==> src/rtl/gray_seg_scan_driver_if.sv <==
// Display-side bundle for gray_seg_scan_driver: digit codes and load strobe in,
// registered cathode/anode drive and scan index out.
interface gray_seg_scan_driver_if #(
  parameter int NUM_DIGITS = 4
);
  localparam int IDXW = (NUM_DIGITS > 1) ? $clog2(NUM_DIGITS) : 1;

  logic [4*NUM_DIGITS-1:0] code_in;
  logic                    gray_mode;
  logic                    load;
  logic [6:0]              seg_n;
  logic                    dp_n;
  logic [NUM_DIGITS-1:0]   an_n;
  logic [IDXW-1:0]         digit_idx;

  modport master (
    output code_in, gray_mode, load,
    input  seg_n, dp_n, an_n, digit_idx
  );

  modport slave (
    input  code_in, gray_mode, load,
    output seg_n, dp_n, an_n, digit_idx
  );
endinterface

==> src/rtl/gray_seg_scan_driver.sv <==
// Time-multiplexed common-anode seven-segment scanner with Gray/binary nibble decode.
// Optional macro LEADING_ZERO_BLANK_EN blanks leading zero digits (digit 0 always shown).
module gray_seg_scan_driver #(
  parameter int NUM_DIGITS  = 4,
  parameter int REFRESH_DIV = 100000
) (
  input logic                   clk,
  input logic                   rst_n,
  gray_seg_scan_driver_if.slave bus
);
  localparam int IDXW = (NUM_DIGITS > 1) ? $clog2(NUM_DIGITS) : 1;
  localparam int CNTW = $clog2(REFRESH_DIV);
  localparam logic [NUM_DIGITS-1:0] AN_ONE = NUM_DIGITS'(1);

  logic [CNTW-1:0]         cnt_reg, cnt_next;
  logic [IDXW-1:0]         digit_idx_reg, digit_idx_next;
  logic [4*NUM_DIGITS-1:0] data_reg;
  logic                    mode_reg;
  logic                    first_reg;
  logic [NUM_DIGITS-1:0]   an_n_reg;
  logic [6:0]              seg_n_reg;
  logic                    dp_n_reg;

  logic [4*NUM_DIGITS-1:0] src_data;
  logic                    src_mode;
  logic [3:0]              val [NUM_DIGITS];
  logic [3:0]              cur_val;
  logic                    blank_lz;

  function automatic logic [3:0] to_bin(input logic [3:0] g, input logic gm);
    logic [3:0] b;
    b[3] = g[3];
    b[2] = b[3] ^ g[2];
    b[1] = b[2] ^ g[1];
    b[0] = b[1] ^ g[0];
    return gm ? b : g;
  endfunction

  function automatic logic [6:0] seg_of(input logic [3:0] v);
    logic [3:0] d;
    d = (v > 4'd9) ? v - 4'd10 : v;
    case (d)
      4'd0:    return 7'b0000001;
      4'd1:    return 7'b1001111;
      4'd2:    return 7'b0010010;
      4'd3:    return 7'b0000110;
      4'd4:    return 7'b1001100;
      4'd5:    return 7'b0100100;
      4'd6:    return 7'b0100000;
      4'd7:    return 7'b0001111;
      4'd8:    return 7'b0000000;
      4'd9:    return 7'b0000100;
      default: return 7'h7F;
    endcase
  endfunction

  // On the very first edge after reset a simultaneous load is shown immediately.
  assign src_data = (first_reg && bus.load) ? bus.code_in   : data_reg;
  assign src_mode = (first_reg && bus.load) ? bus.gray_mode : mode_reg;

  generate
    for (genvar gi = 0; gi < NUM_DIGITS; gi++) begin : g_dec
      assign val[gi] = to_bin(src_data[4*gi +: 4], src_mode);
    end
  endgenerate

  always_comb begin
    cur_val = 4'd0;
    for (int k = 0; k < NUM_DIGITS; k++) begin
      if (digit_idx_reg == IDXW'(k)) cur_val = val[k];
    end
  end

`ifdef LEADING_ZERO_BLANK_EN
  logic [NUM_DIGITS-1:0] zero_from;

  // zero_from[k]: digit k and every higher digit decode to 0.
  generate
    for (genvar gi = 0; gi < NUM_DIGITS; gi++) begin : g_lz
      if (gi == NUM_DIGITS - 1) begin : g_top
        assign zero_from[gi] = (val[gi] == 4'd0);
      end else begin : g_mid
        assign zero_from[gi] = (val[gi] == 4'd0) && zero_from[gi+1];
      end
    end
  endgenerate

  always_comb begin
    blank_lz = 1'b0;
    for (int k = 1; k < NUM_DIGITS; k++) begin
      if (digit_idx_reg == IDXW'(k)) blank_lz = zero_from[k];
    end
  end
`else
  assign blank_lz = 1'b0;
`endif

  assign cnt_next       = (cnt_reg == CNTW'(REFRESH_DIV - 1)) ? '0 : cnt_reg + 1'b1;
  assign digit_idx_next = (digit_idx_reg == IDXW'(NUM_DIGITS - 1)) ? '0 : digit_idx_reg + 1'b1;

  always_ff @(posedge clk or negedge rst_n) begin
    if (!rst_n) begin
      cnt_reg       <= '0;
      digit_idx_reg <= '0;
      data_reg      <= '0;
      mode_reg      <= 1'b0;
      first_reg     <= 1'b1;
      an_n_reg      <= '1;
      seg_n_reg     <= 7'h7F;
      dp_n_reg      <= 1'b1;
    end else begin
      first_reg <= 1'b0;
      if (bus.load) begin
        data_reg <= bus.code_in;
        mode_reg <= bus.gray_mode;
      end
      cnt_reg <= cnt_next;
      if (cnt_next == '0) begin
        // Blanking cycle between digits suppresses ghosting while anodes switch.
        digit_idx_reg <= digit_idx_next;
        an_n_reg      <= '1;
        seg_n_reg     <= 7'h7F;
        dp_n_reg      <= 1'b1;
      end else begin
        an_n_reg <= ~(AN_ONE << digit_idx_reg);
        if (blank_lz) begin
          seg_n_reg <= 7'h7F;
          dp_n_reg  <= 1'b1;
        end else begin
          seg_n_reg <= seg_of(cur_val);
          dp_n_reg  <= (cur_val < 4'd10);
        end
      end
    end
  end

  assign bus.seg_n     = seg_n_reg;
  assign bus.dp_n      = dp_n_reg;
  assign bus.an_n      = an_n_reg;
  assign bus.digit_idx = digit_idx_reg;
endmodule

==> src/flat_wrapper.sv <==
// flat-port wrapper written by rule: the top's interface ports become plain ports
module gray_seg_scan_driver_flat 
#(
  parameter int NUM_DIGITS  = 4,
  parameter int REFRESH_DIV = 100000
)
  (clk, rst_n, bus_code_in, bus_gray_mode, bus_load, bus_seg_n, bus_dp_n, bus_an_n, bus_digit_idx);
  gray_seg_scan_driver_if #(.NUM_DIGITS(NUM_DIGITS)) bus_i ();
  input logic clk;
  input logic rst_n;
  input wire logic [$bits(bus_i.code_in)-1:0] bus_code_in;
  input wire logic [$bits(bus_i.gray_mode)-1:0] bus_gray_mode;
  input wire logic [$bits(bus_i.load)-1:0] bus_load;
  output wire logic [$bits(bus_i.seg_n)-1:0] bus_seg_n;
  output wire logic [$bits(bus_i.dp_n)-1:0] bus_dp_n;
  output wire logic [$bits(bus_i.an_n)-1:0] bus_an_n;
  output wire logic [$bits(bus_i.digit_idx)-1:0] bus_digit_idx;
  assign bus_i.code_in = bus_code_in;
  assign bus_i.gray_mode = bus_gray_mode;
  assign bus_i.load = bus_load;
  assign bus_seg_n = bus_i.seg_n;
  assign bus_dp_n = bus_i.dp_n;
  assign bus_an_n = bus_i.an_n;
  assign bus_digit_idx = bus_i.digit_idx;
  gray_seg_scan_driver #(.NUM_DIGITS(NUM_DIGITS), .REFRESH_DIV(REFRESH_DIV)) u_core (.clk(clk), .rst_n(rst_n), .bus(bus_i));
endmodule
==> config.mk <==
export PLATFORM = sky130hd
export DESIGN_NAME = gray_seg_scan_driver_flat
export DESIGN_NICKNAME = d
export VERILOG_FILES = /design/src/rtl/gray_seg_scan_driver_if.sv /design/src/rtl/gray_seg_scan_driver.sv /design/src/flat_wrapper.sv
export SDC_FILE = /design/constraint.sdc
export NUM_CORES = 1
export LEC_CHECK = 0
export ABC_AREA = 0
export CAP_MARGIN = 20
export CORE_MARGIN = 2
export CORE_UTILIZATION = 60
export CTS_BUF_LIST = sky130_fd_sc_hd__clkbuf_8
export DETAILED_ROUTE_END_ITERATION = 8
export GPL_ROUTABILITY_DRIVEN = 0
export PLACE_DENSITY = 0.85
export SLEW_MARGIN = 10
export SYNTH_ARGS = -nofsm -noshare
export SYNTH_HDL_FRONTEND = slang
export SYNTH_SLANG_ARGS = --single-unit
==> constraint.sdc <==
create_clock -name clk -period 4.7 [get_ports clk]
set_input_delay 0.94 -clock clk [delete_from_list [all_inputs] [get_ports clk]]
set_output_delay 0.94 -clock clk [all_outputs]
set_load 0.05 [all_outputs]
==> impl.org, run 1 <==
** STA
- Final Hold Viols :: 0
- Post-route clock period utilization :: 85.5%
- Clock period minus final worst setup slack :: 4.02 ns
- In this run the tightest slew margin relative to its limit is 48.9%.
- Setup repair after global routing left no endpoint under its margin.
- Timing-limited maximum frequency :: 249 MHz
- Least-Margin Pin Slew :: about 0.76 ns
- # setup viols final :: 0
- Final worst-path setup slack :: roughly 0.7 ns
- Total Negative Setup Slacks :: 0 ns
- For the final database, setup skew stands at ~0.0085 ns.
- The count of pins over their slew limit came to 0.

** Routing
- Vias after detailed routing :: ~2.7k
- Once detail routing completed, the nets flagged for antenna violations numbered 0.
- Summed over all layers, the routed wires come to 7.07 mm.
- After detailed routing, the number of remaining DRC violations is 0.
- The first detailed-routing pass took 4 iterations.
- The first routing iteration left around 190 violations.
- Using the TritonRoute via totals, the vias-per-cell ratio works out to ~6.
- Average wire length per cell after detail routing :: around 16 µm

** Power
- Pleak :: 1.55 nW
- Dividing total power by cell area gives a power density of around 310 nW/µm².
- Total chip power :: around 0.0011 W
- Maximum ir drop on the vdd rail :: between 0.2 and 0.25 mV

** Cells and area
- Flip-flop count of the largest register after layout :: 17
- Share of post-route cells with drive strength above 1 :: between 10% and 20%
- The number of antenna diodes in the final layout is 0.
- Relative to the synthesized area, the layout overhead comes to 13.6%.
- For this run, the post-layout net count is a little under 400.

** Logic synthesis
- In this run the cell area of the synthesized design comes to approximately 3300 µm².
- Synthesis produced about 340 cells.
- The number of nets in the synthesized netlist is 366.
- After synthesis, the share of flip-flops with an asynchronous set or reset is between 90% and 100%.
- Sequential cells were found to cover between 30% and 40% of the synthesized design area.
- Among all cell types in the netlist, the one instantiated most often is sky130_fd_sc_hd__dfrtp_1.
- Ys Warns :: 0
- The most used flip-flop cell after synthesis is sky130_fd_sc_hd__dfrtp_1.
- The commonest cells after synthesis are sky130_fd_sc_hd__dfrtp_1, sky130_fd_sc_hd__nand2_1, sky130_fd_sc_hd__xnor2_1.
- By area the synthesized netlist is led by sky130_fd_sc_hd__dfrtp_1, sky130_fd_sc_hd__dfstp_2, sky130_fd_sc_hd__mux2_2, sky130_fd_sc_hd__xnor2_1, sky130_fd_sc_hd__ha_1.
- Yosys top cell by area :: sky130_fd_sc_hd__dfrtp_1
- Post-synth EDFFs :: 0
- In this run, synthesis produced a sequential element count of a little under 50.
- After synthesis, the netlist uses 65 different library cells.
- Average instance area after synthesis :: approximately 10 µm²
- After synthesis, the largest area contributor takes up 27.3% of total cell area.

** Run status
- Status :: complete, no violations

** Critical path
- Critical path start-end classification :: input pin to flip-flop
- The worst setup path is captured at a flip-flop.
- Worst Path Required :: between 4 and 5 ns
- For the worst setup path, the data arrival time is around 4.3 ns.
- The worst setup path is launched from an input pin.
- Max Fanout on Critical Path :: 12

** Floorplan
- Row generation in the floorplan step produced 26 rows.
- The floorplan step defined a core boundary enclosing between 5000 and 6000 µm².
- The die is 78.1 µm wide.
- Die footprint :: 6100 µm²
- The die is approximately 80 µm tall.
- Number of I/O pins :: 34
- Effective utilization at floorplan :: between 60 and 70%

** CTS
- Clock tree from TritonCTS :: done
- Register clock-pin slew on the reported worst setup and hold paths :: around 0.09 ns
- No sink is reached through more buffers than the 2 on the longest clock path.
- For this design, the CTS-stage hold fixing added 0 buffers.
- CTS HTree Levels :: 2
- CTS saw 49 sinks.
- Post-CTS setup repair buffer count :: 0
- Once the clock tree was built, the resizer swapped 0 gates to a different size.
- Root Driver :: sky130_fd_sc_hd__clkbuf_8
- The clock reaches the later pin of the worst-skew pair after slightly above 0.3 ns.
- Number of buffers created by CTS :: 5

** GRT
- Entering global routing, the biggest net connects 50 pins.
- Summed over all layers, the global routing overflow is 0.
- The initial antenna violation count was 0.
- Global routing consumed, over all layers together, ~25% of the routing resources.
- Number of global-route vias before repair :: between 2k and 3k
- Global-route wire length before repair :: about 12 mm

** Run
- Max-capacitance violation count :: 0

** Placed design
- The HPWL after detailed placement is between 5 and 6 mm.
- Prior to clock tree synthesis, the placed netlist has a worst setup slack of 0.467 ns.
- I/O Buffers :: 33

** Hold path
- Worst min path class :: flip-flop to flip-flop
worst max-delay path, cell delays in order:
cell	delay, ns
sky130_fd_sc_hd__clkdlybuf4s50_1	0.71
sky130_fd_sc_hd__nand3_1	0.19
sky130_fd_sc_hd__o22ai_1	0.24
sky130_fd_sc_hd__mux2_2	0.39
sky130_fd_sc_hd__o311a_1	0.14
sky130_fd_sc_hd__nor2_1	0.36
sky130_fd_sc_hd__inv_1	0.09
sky130_fd_sc_hd__ha_1	0.36
sky130_fd_sc_hd__and2_1	0.21
sky130_fd_sc_hd__a21boi_2	0.10
sky130_fd_sc_hd__a31oi_1	0.29
sky130_fd_sc_hd__a21bo_2	0.25
logic make-up after synthesis:
logic type	after synthesis	share of synthesized area, %
AOI/OAI and AO/OA	73	17.2
xor gates and xnor gates	38	10.9
adders and majority gates	9	3.42
buffers and inverters	30	4.29
DFF	49	37.7
muxes	23	7.79
other	1	0.114
and+or+nand+nor	114	18.6
metal layers:
layer | up-vias | part of all wire, % | track usage [%]
met1 | 1259 | 43 | 32.9
met2 | 110 | 50 | 41.9
met3 | 10 | 6.3 | 5.06
met4 | 0 | 1.3 | 7.19
met5 | - | 0 | 0
li1 | 1272 | - | -
through the flow:
step                utilization (%)  std cells  hold slack (ns)  cell area, µm²
floorplan                         -        337            0.443            3290
global placement               69.7        424            0.472            3630
detailed placement             69.7        424            0.471            3630
CTS                            71.5        432            0.483            3720
global route                   71.9        433            0.502            3740
finish                         71.9        433            0.480            3740
cells in the final DEF (no fill, tap or decap), drive strengths merged, types with 6 or more instances in the layout:
| master | synthesis | layout |
|---|---|---|
| a21o | 6 | 6 |
| a21oi | 8 | 8 |
| and3 | 8 | 8 |
| clkbuf | 6 | 6 |
| clkdlybuf4s50 | 0 | 32 |
| dfrtp | 36 | 36 |
| dfstp | 13 | 13 |
| ha | 9 | 9 |
| inv | 12 | 12 |
| mux2 | 21 | 21 |
| nand2 | 27 | 27 |
| nand3 | 15 | 15 |
| nand4 | 7 | 7 |
| nor2 | 18 | 18 |
| nor3 | 12 | 12 |
| o21ai | 17 | 17 |
| o31a | 6 | 6 |
| xnor2 | 24 | 24 |
| xor2 | 12 | 12 |
area by class of cell:
class / count / area, µm²
clock inverter: 2 / 13.8
inverter: 12 / 45.0
timing repair buffer: 36 / 360
sequential: 49 / 1240
clock buffer: 6 / 82.6
fill: 390 / 1460
tap: 70 / 87.6
multi-input combinational: 258 / 1910
where the power goes:
group | total (W) | switching [W] | internal [W]
logic | 0.000388 | 0.000226 | 0.000162
registers | 0.000500 | 0.0000239 | 0.000476
clock network | 0.000262 | 0.000142 | 0.000119
total | 0.00115 | 0.000392 | 0.000757
path summary, 6_finish.rpt:
path                       cells past startpoint  slack (ns)             endpoint               startpoint
max                                           12        0.68  u_core.bus.seg_n[4]            bus_gray_mode
min                                            1        0.48    u_core.cnt_reg[0]        u_core.cnt_reg[0]
max reg2reg                                   13        0.98  u_core.bus.seg_n[4]  u_core.bus.digit_idx[1]
min reg2reg                                    1        0.48    u_core.cnt_reg[0]        u_core.cnt_reg[0]
max in group asynchronous                      2        3.64     u_core.first_reg                    rst_n
min in group asynchronous                      1        0.50  u_core.data_reg[13]                    rst_n
Power figures use the tool's default switching activity.
==> inputs of run 2 (changes only) <==
Settings changed: CORE_MARGIN 2 to 3.
==> impl.org, run 2 (synthesis gave the netlist of run 1 again) <==
** CTS
- CTS HTree Levels :: 2 (unchanged)
- Register clock-pin slew on the reported worst setup and hold paths :: 0.08 ns (was 0.09 ns)
- The number of buffers on the longest clock path was 2 (unchanged).
- The CTS sink count came to 49 (unchanged).
- The insertion delay to the later sink of the worst-skew pair was 0.31 ns (about the same).
- Clock tree from TritonCTS :: done (unchanged)
- PostCTS Resize Cnt :: 0 (unchanged)
- The buffer count from post-CTS setup fixing came to 0 (unchanged).
- The number of hold-repair buffers added at the cts stage was 0 (unchanged).
- The number of clock buffers inserted by TritonCTS is 5 (unchanged).
- Root Driver :: sky130_fd_sc_hd__clkbuf_8 (unchanged)

** Routing
- The via count normalized by instance count is 6.31 (was 6.12).
- Residual DRC :: 0 (unchanged)
- Initial drt markers :: 218 (was 193)
- Post-detailed-route count of antenna-violating nets :: 0 (unchanged)
- The overall via count from detail_route is 2740 (was 2651).
- Total wirelength of the detailed-routed design :: 6.98 mm (was 7.07 mm)
- The average wire per standard cell is 16.1 µm (was 16.3 µm).
- The first-pass detailed-route iteration total came to 5 (was 4).

** Hold path
- The path type of the worst min-delay path was input pin to async pin (was flip-flop to flip-flop).

** Cells and area
- The flip-flop count of the largest register, all copies and words added was 17 (unchanged).
- The number of antenna diodes came to 0 (unchanged).
- Combined flip-flop and latch cell area :: 1240 µm² (unchanged)
- The proportion of layout cells with a drive suffix above 1 is 15.9% (was 16.0%).
- The synthesis-to-finish area growth came to 14.3% (was 13.6%).
- Fillcell total :: 387 (was 390)
- Area of the multi-input gates :: 1910 µm² (unchanged)
- Total number of nets in the final design :: 392 (was 391)
- Number of standard cells in the final layout excluding fillers :: 434 (was 433)
- Most common library cell in the layout ignoring fill and taps :: sky130_fd_sc_hd__dfrtp_1 (unchanged)
- Commonest cells after routing, fill and taps aside: sky130_fd_sc_hd__dfrtp_1, sky130_fd_sc_hd__clkdlybuf4s50_1, sky130_fd_sc_hd__nand2_1 (unchanged).

** Power
- Pleak :: 1.56 nW (was 1.55 nW)
- The power density normalized to cell area came to 315 nW/µm² (was 307 nW/µm²).
- Maximum ir drop on the vdd rail :: 0.222 mV (was 0.201 mV)

** GRT
- The global routing's busiest layer was met2 (unchanged).
- Met3 Resource Use GR :: 4.60% (was 5.06%)
- Grt met1 use :: 28.6% (was 32.9%)
- The global-route congestion overflow total is 0 (unchanged).
- The overall global routing resource usage is 23.1% (was 25.0%).
- The first-pass GRT wire length was 11.8 mm (was 12.2 mm).
- The via count of the first global-routing pass is 2557 (was 2546).
- The maximum number of pins on one net before global-route repair was 50 (unchanged).
- The met2 layer usage reported by global route was 38.7% (was 41.9%).
- The initial antenna violation count was 0 (unchanged).

** Run
- Max-capacitance violation count :: 0 (unchanged)

** Floorplan
- Core box area :: 5200 µm² (unchanged)
- The die span in y was 80.1 µm (was 78.1 µm).
- The count of standard-cell rows came to 26 (unchanged).
- The number of placed I/O pins came to 34 (unchanged).
- Effective utilization at floorplan :: 63.3% (unchanged)
- Die boundary width :: 80.1 µm (was 78.1 µm)
- The full die area is 6420 µm² (was 6100 µm²).

** Critical path
- Critical path start-end classification :: input pin to flip-flop (unchanged)
- Arrival time of data at the critical path endpoint :: 4.14 ns (was 4.26 ns)
- The required time of the worst setup path is 4.94 ns (about the same).
- The setup slack on the worst flop-to-flop path was 1.30 ns (was 0.98 ns).
- Kind of end point of the critical path :: flip-flop (unchanged)
- Element type at the critical path start :: input pin (unchanged)
- The maximum fanout along the worst path was 11 (was 12).

** STA
- The hold violation total from the final report came to 0 (unchanged).
- The count of endpoints failing setup in the final report is 0 (unchanged).
- The actual slew at the worst max-slew pin is 0.784 ns (was 0.760 ns).
- The clock period minus worst slack came to 3.91 ns (was 4.02 ns).
- The highest achievable clock rate was 256 MHz (was 249 MHz).
- Number of max-slew violations in the final report :: 0 (unchanged)
- The post-route fraction of the period consumed by the critical path is 83.1% (was 85.5%).
- The total negative slack came to 0 ns (unchanged).
- Worst relative slew slack :: 47.3% (was 48.9%)
- Hold Slack :: 0.497 ns (was 0.480 ns)
- Final Skew :: 0.0128 ns (was 0.00848 ns)
- Unrepaired setup endpoints after global routing: no (unchanged).

** Placed design
- The HPWL after detailed placement came to 5.12 mm (was 5.13 mm).
- I/O Buffers :: 33 (unchanged)
- The number of cells in the design after placement was 425 (was 424).

** Run status
- Status: complete, no violations (unchanged).
run 2: power by group:
group	internal [W]	switching, W
logic	0.000164	0.000225
registers	0.000476	0.0000235
clock network	0.000159	0.000138
run 2: area by class of cell:
cell class | count | share of cell area (%)
Clock buffer | 5 | 1.83
Clock inverter | 3 | 1.13
Inverter | 12 | 1.20
Multi-Input combinational cell | 258 | 50.7
Sequential cell | 49 | 33.0
Tap cell | 70 | 2.33
Timing Repair Buffer | 37 | 9.77
run 2: layer usage:
layer  vias to the layer above  wire, µm
met1                      1322      2880
li1                       1283         -
met3                        24       423
met4                         0       228
met2                       111      3450
met5                         -         0
run 2: worst paths after layout:
check,cells after the start,endpoint,start
max,10,u_core.bus.seg_n[4],bus_load
min,1,u_core.data_reg[13],rst_n
max reg2reg,13,u_core.bus.seg_n[0],u_core.bus.digit_idx[1]
min reg2reg,1,u_core.cnt_reg[0],u_core.cnt_reg[0]
max in group asynchronous,2,u_core.first_reg,rst_n
min in group clk,1,u_core.cnt_reg[0],u_core.cnt_reg[0]
run 2: worst max-delay path: stages:
cell and delay (ns):
sky130_fd_sc_hd__clkdlybuf4s50_1 0.68, sky130_fd_sc_hd__nand2_1 0.28, sky130_fd_sc_hd__a32o_1 0.32, sky130_fd_sc_hd__o21ai_0 0.37, sky130_fd_sc_hd__o311ai_4 0.23, sky130_fd_sc_hd__ha_1 0.40
sky130_fd_sc_hd__and2_1 0.23, sky130_fd_sc_hd__a21boi_2 0.11, sky130_fd_sc_hd__a31oi_1 0.31, sky130_fd_sc_hd__a21bo_2 0.26
run 2: per-stage QoR:
stage	power (W)	cell area (µm²)	utilization (%)	setup WS (ns)
3_3_place_gp	0.000882	3630	69.8	0.590
4_1_cts	0.00119	3740	71.9	0.821
3_5_place_dp	0.000890	3630	69.8	0.506
5_1_grt	0.00125	3760	72.3	0.555
2_1_floorplan	0.000776	3290	-	1.23
6_report	0.00118	3760	72.3	0.792
==> inputs of run 3 (changes only) <==
Settings changed: CORE_UTILIZATION 60 to 53, PLACE_DENSITY 0.85 to 0.79.
Clock period 4.7 ns to 3.3 ns, I/O delays scaled along.
==> impl.org, run 3 (synthesis gave the netlist of run 1 again) <==
** Run status
- Status: complete, no violations (unchanged).

** Cells and area
- Total number of nets in the final design :: 436 (was 392)
- The number of antenna diodes is 0 (unchanged).
- Most common library cell in the layout ignoring fill and taps :: sky130_fd_sc_hd__buf_4 (was sky130_fd_sc_hd__dfrtp_1)
- Share of post-route cells with drive strength above 1 :: 26.2% (was 15.9%)
- Fillcell total :: 481 (was 387)
- Area of the multi-input gates :: 1930 µm² (was 1910 µm²)
- Number of standard cells in the final layout excluding fillers :: 483 (was 434)
- Commonest cells after routing, fill and taps aside :: sky130_fd_sc_hd__buf_4, sky130_fd_sc_hd__dfrtp_1, sky130_fd_sc_hd__clkdlybuf4s50_1 (was sky130_fd_sc_hd__dfrtp_1, sky130_fd_sc_hd__clkdlybuf4s50_1, sky130_fd_sc_hd__nand2_1)
- The flip-flop count of the largest register, all copies and words added is 17 (unchanged).
- Synthesis-to-layout area growth :: 24.7% (was 14.3%)
- Combined flip-flop and latch cell area :: 1240 µm² (about the same)

** GRT
- Total global-route track usage :: 22.3% (was 23.1%)
- Pin count of the biggest net entering global routing :: 44 (was 50)
- The via count of the first global-routing pass is 2892 (was 2557).
- The first-pass GRT wire length is 13.4 mm (was 11.8 mm).
- The initial antenna violation count is 0 (unchanged).
- Global-route congestion overflow total :: 0 (unchanged)

** Routing
- The sum of routed wire length over all layers is 7.49 mm (was 6.98 mm).
- Average wire length per cell after detail routing :: 15.5 µm (was 16.1 µm)
- The overall via count from detail_route was 2816 (was 2740).
- The first-pass detailed-route iteration total was 4 (was 5).
- Initial drt markers :: 146 (was 218)
- Residual DRC :: 0 (unchanged)
- The via count normalized by instance count came to 5.83 (was 6.31).
- The number of nets still failing antenna checks after routing came to 0 (unchanged).

** Placed design
- The number of cells in the design after placement came to 475 (was 425).
- I/O Buffers :: 33 (unchanged)
- The HPWL after detailed placement is 5.69 mm (was 5.12 mm).

** Critical path
- The capturing element type of the critical path is a flip-flop (unchanged).
- Worst Path Required :: 3.54 ns (was 4.94 ns)
- The arrival time of the worst setup path came to 3.32 ns (was 4.14 ns).
- Element type at the critical path start :: input pin (unchanged)
- Critical path start-end classification :: input pin to flip-flop (unchanged)
- Max Fanout on Critical Path :: 3 (was 11)

** Power
- Pleak :: 1.78 nW (was 1.56 nW)
- Total chip power :: 0.00178 W (was 0.00118 W)
- The power density normalized to cell area was 432 nW/µm² (was 315 nW/µm²).
- Maximum ir drop on the vdd rail :: 0.429 mV (was 0.222 mV)

** STA
- Timing-limited maximum frequency :: 325 MHz
- The final critical path takes up 93.4% of the cycle.
- The actual slew at the worst max-slew pin came to 0.931 ns (was 0.784 ns).
- Final Hold Viols :: 0 (unchanged)
- Final Skew :: 0.0136 ns (was 0.0128 ns)
- The worst path needs 3.08 ns of the cycle, external delays included.
- Unrepaired setup endpoints after global routing :: no (unchanged)
- # setup viols final :: 0 (unchanged)
- Hold Slack :: 0.480 ns (was 0.497 ns)
- Worst relative slew slack :: 38.0% (was 47.3%)
- The count of pins over their slew limit came to 0 (unchanged).

** CTS
- Register clock-pin slew on the reported worst setup and hold paths :: 0.10 ns (was 0.08 ns)
- Post-CTS setup repair buffer count :: 0 (unchanged)
- The number of clock buffers inserted by TritonCTS was 5 (unchanged).
- The CTS tree is done (unchanged).
- The number of hold-repair buffers added at the cts stage came to 0 (unchanged).
- The clock root buffer master is sky130_fd_sc_hd__clkbuf_8 (unchanged).
- The insertion delay to the later sink of the worst-skew pair is 0.31 ns (about the same).
- The number of buffers on the longest clock path was 2 (unchanged).
- The number of H-tree branching levels was 2 (unchanged).
- The CTS sink count was 49 (unchanged).

** Floorplan
- Effective utilization at floorplan :: 55.3% (was 63.3%)
- Number of I/O pins :: 34 (unchanged)
- The core area was 5960 µm² (was 5200 µm²).
- The count of standard-cell rows was 28 (was 26).
- Die boundary width :: 84.8 µm (was 80.1 µm)
- The full die area came to 7200 µm² (was 6420 µm²).
- Vert. Die Dim :: 84.8 µm (was 80.1 µm)

** Hold path
- Worst min path class :: input pin to async pin (unchanged)

** Run
- Max-capacitance violation count :: 0 (unchanged)
==> run 3: per-layer routing <==
layer  routed length, µm  track usage, %  vias up
met2                3720            38.6       62
met5                   0               0        -
met1                3290            28.7     1374
li1                    -               -     1366
met3                 313            3.50       14
met4                 161            7.05        0
==> run 3: path summary, 6_finish.rpt <==
kind	start	to	slack, ns	cells past startpoint
min in group clk	u_core.cnt_reg[0]	u_core.cnt_reg[0]	0.48	1
max in group asynchronous	rst_n	u_core.bus.an_n[0]	2.07	2
setup / recovery	bus_code_in[1]	u_core.bus.seg_n[0]	0.22	11
hold / removal	rst_n	u_core.data_reg[4]	0.48	1
hold reg to reg	u_core.cnt_reg[0]	u_core.cnt_reg[0]	0.48	1
setup reg to reg	u_core.bus.digit_idx[0]	u_core.bus.seg_n[0]	0.31	11
==> run 3: through the flow <==
| stage | utilization (%) | TNS [ns] | setup WS, ns | instance area (µm²) |
|---|---|---|---|---|
| 3_3_place_gp | 66.9 | -1.29 | -0.232 | 3980 |
| 4_1_cts | 68.8 | 0 | 0.00491 | 4100 |
| 3_5_place_dp | 66.9 | -2.13 | -0.373 | 3980 |
| 2_1_floorplan | - | 0 | 0.0858 | 3300 |
| 6_report | 69.0 | 0 | 0.219 | 4110 |
| 5_1_grt | 69.0 | 0 | 0.0771 | 4110 |
==> run 3: cell type report <==
cell class                 count  share of cell area, %
clock buffer                   5                   1.67
timing repair buffer          81                   16.7
multi-input combinational    258                   46.9
inverter                      12                   1.10
sequential                    49                   30.3
clock inverter                 3                   1.04
tap                           75                   2.28
==> run 3: critical path, cell delays in order <==
cell and delay, ns:
sky130_fd_sc_hd__clkdlybuf4s50_1 0.46, sky130_fd_sc_hd__and3_1 0.21, sky130_fd_sc_hd__or3b_1 0.34, sky130_fd_sc_hd__mux2_2 0.27, sky130_fd_sc_hd__o311a_1 0.14, sky130_fd_sc_hd__nor2_2 0.14
sky130_fd_sc_hd__mux2_2 0.37, sky130_fd_sc_hd__ha_1 0.21, sky130_fd_sc_hd__or2_2 0.29, sky130_fd_sc_hd__a21oi_1 0.14, sky130_fd_sc_hd__o211ai_1 0.11
==> run 3: what timing repair did <==
action / 4_1_cts / 5_1_grt
pin swaps: 0 / 0
setup endpoints to repair: 1 / 7
gates resized for setup: 1 / 2
==> run 3: report_power, final <==
| group | internal [W] | total (W) | switching, W |
|---|---|---|---|
| registers | 0.000678 | 0.000710 | 0.0000329 |
| logic | 0.000293 | 0.000629 | 0.000336 |
| clock network | 0.000225 | 0.000437 | 0.000212 |
| total | 0.00120 | 0.00178 | 0.000581 |
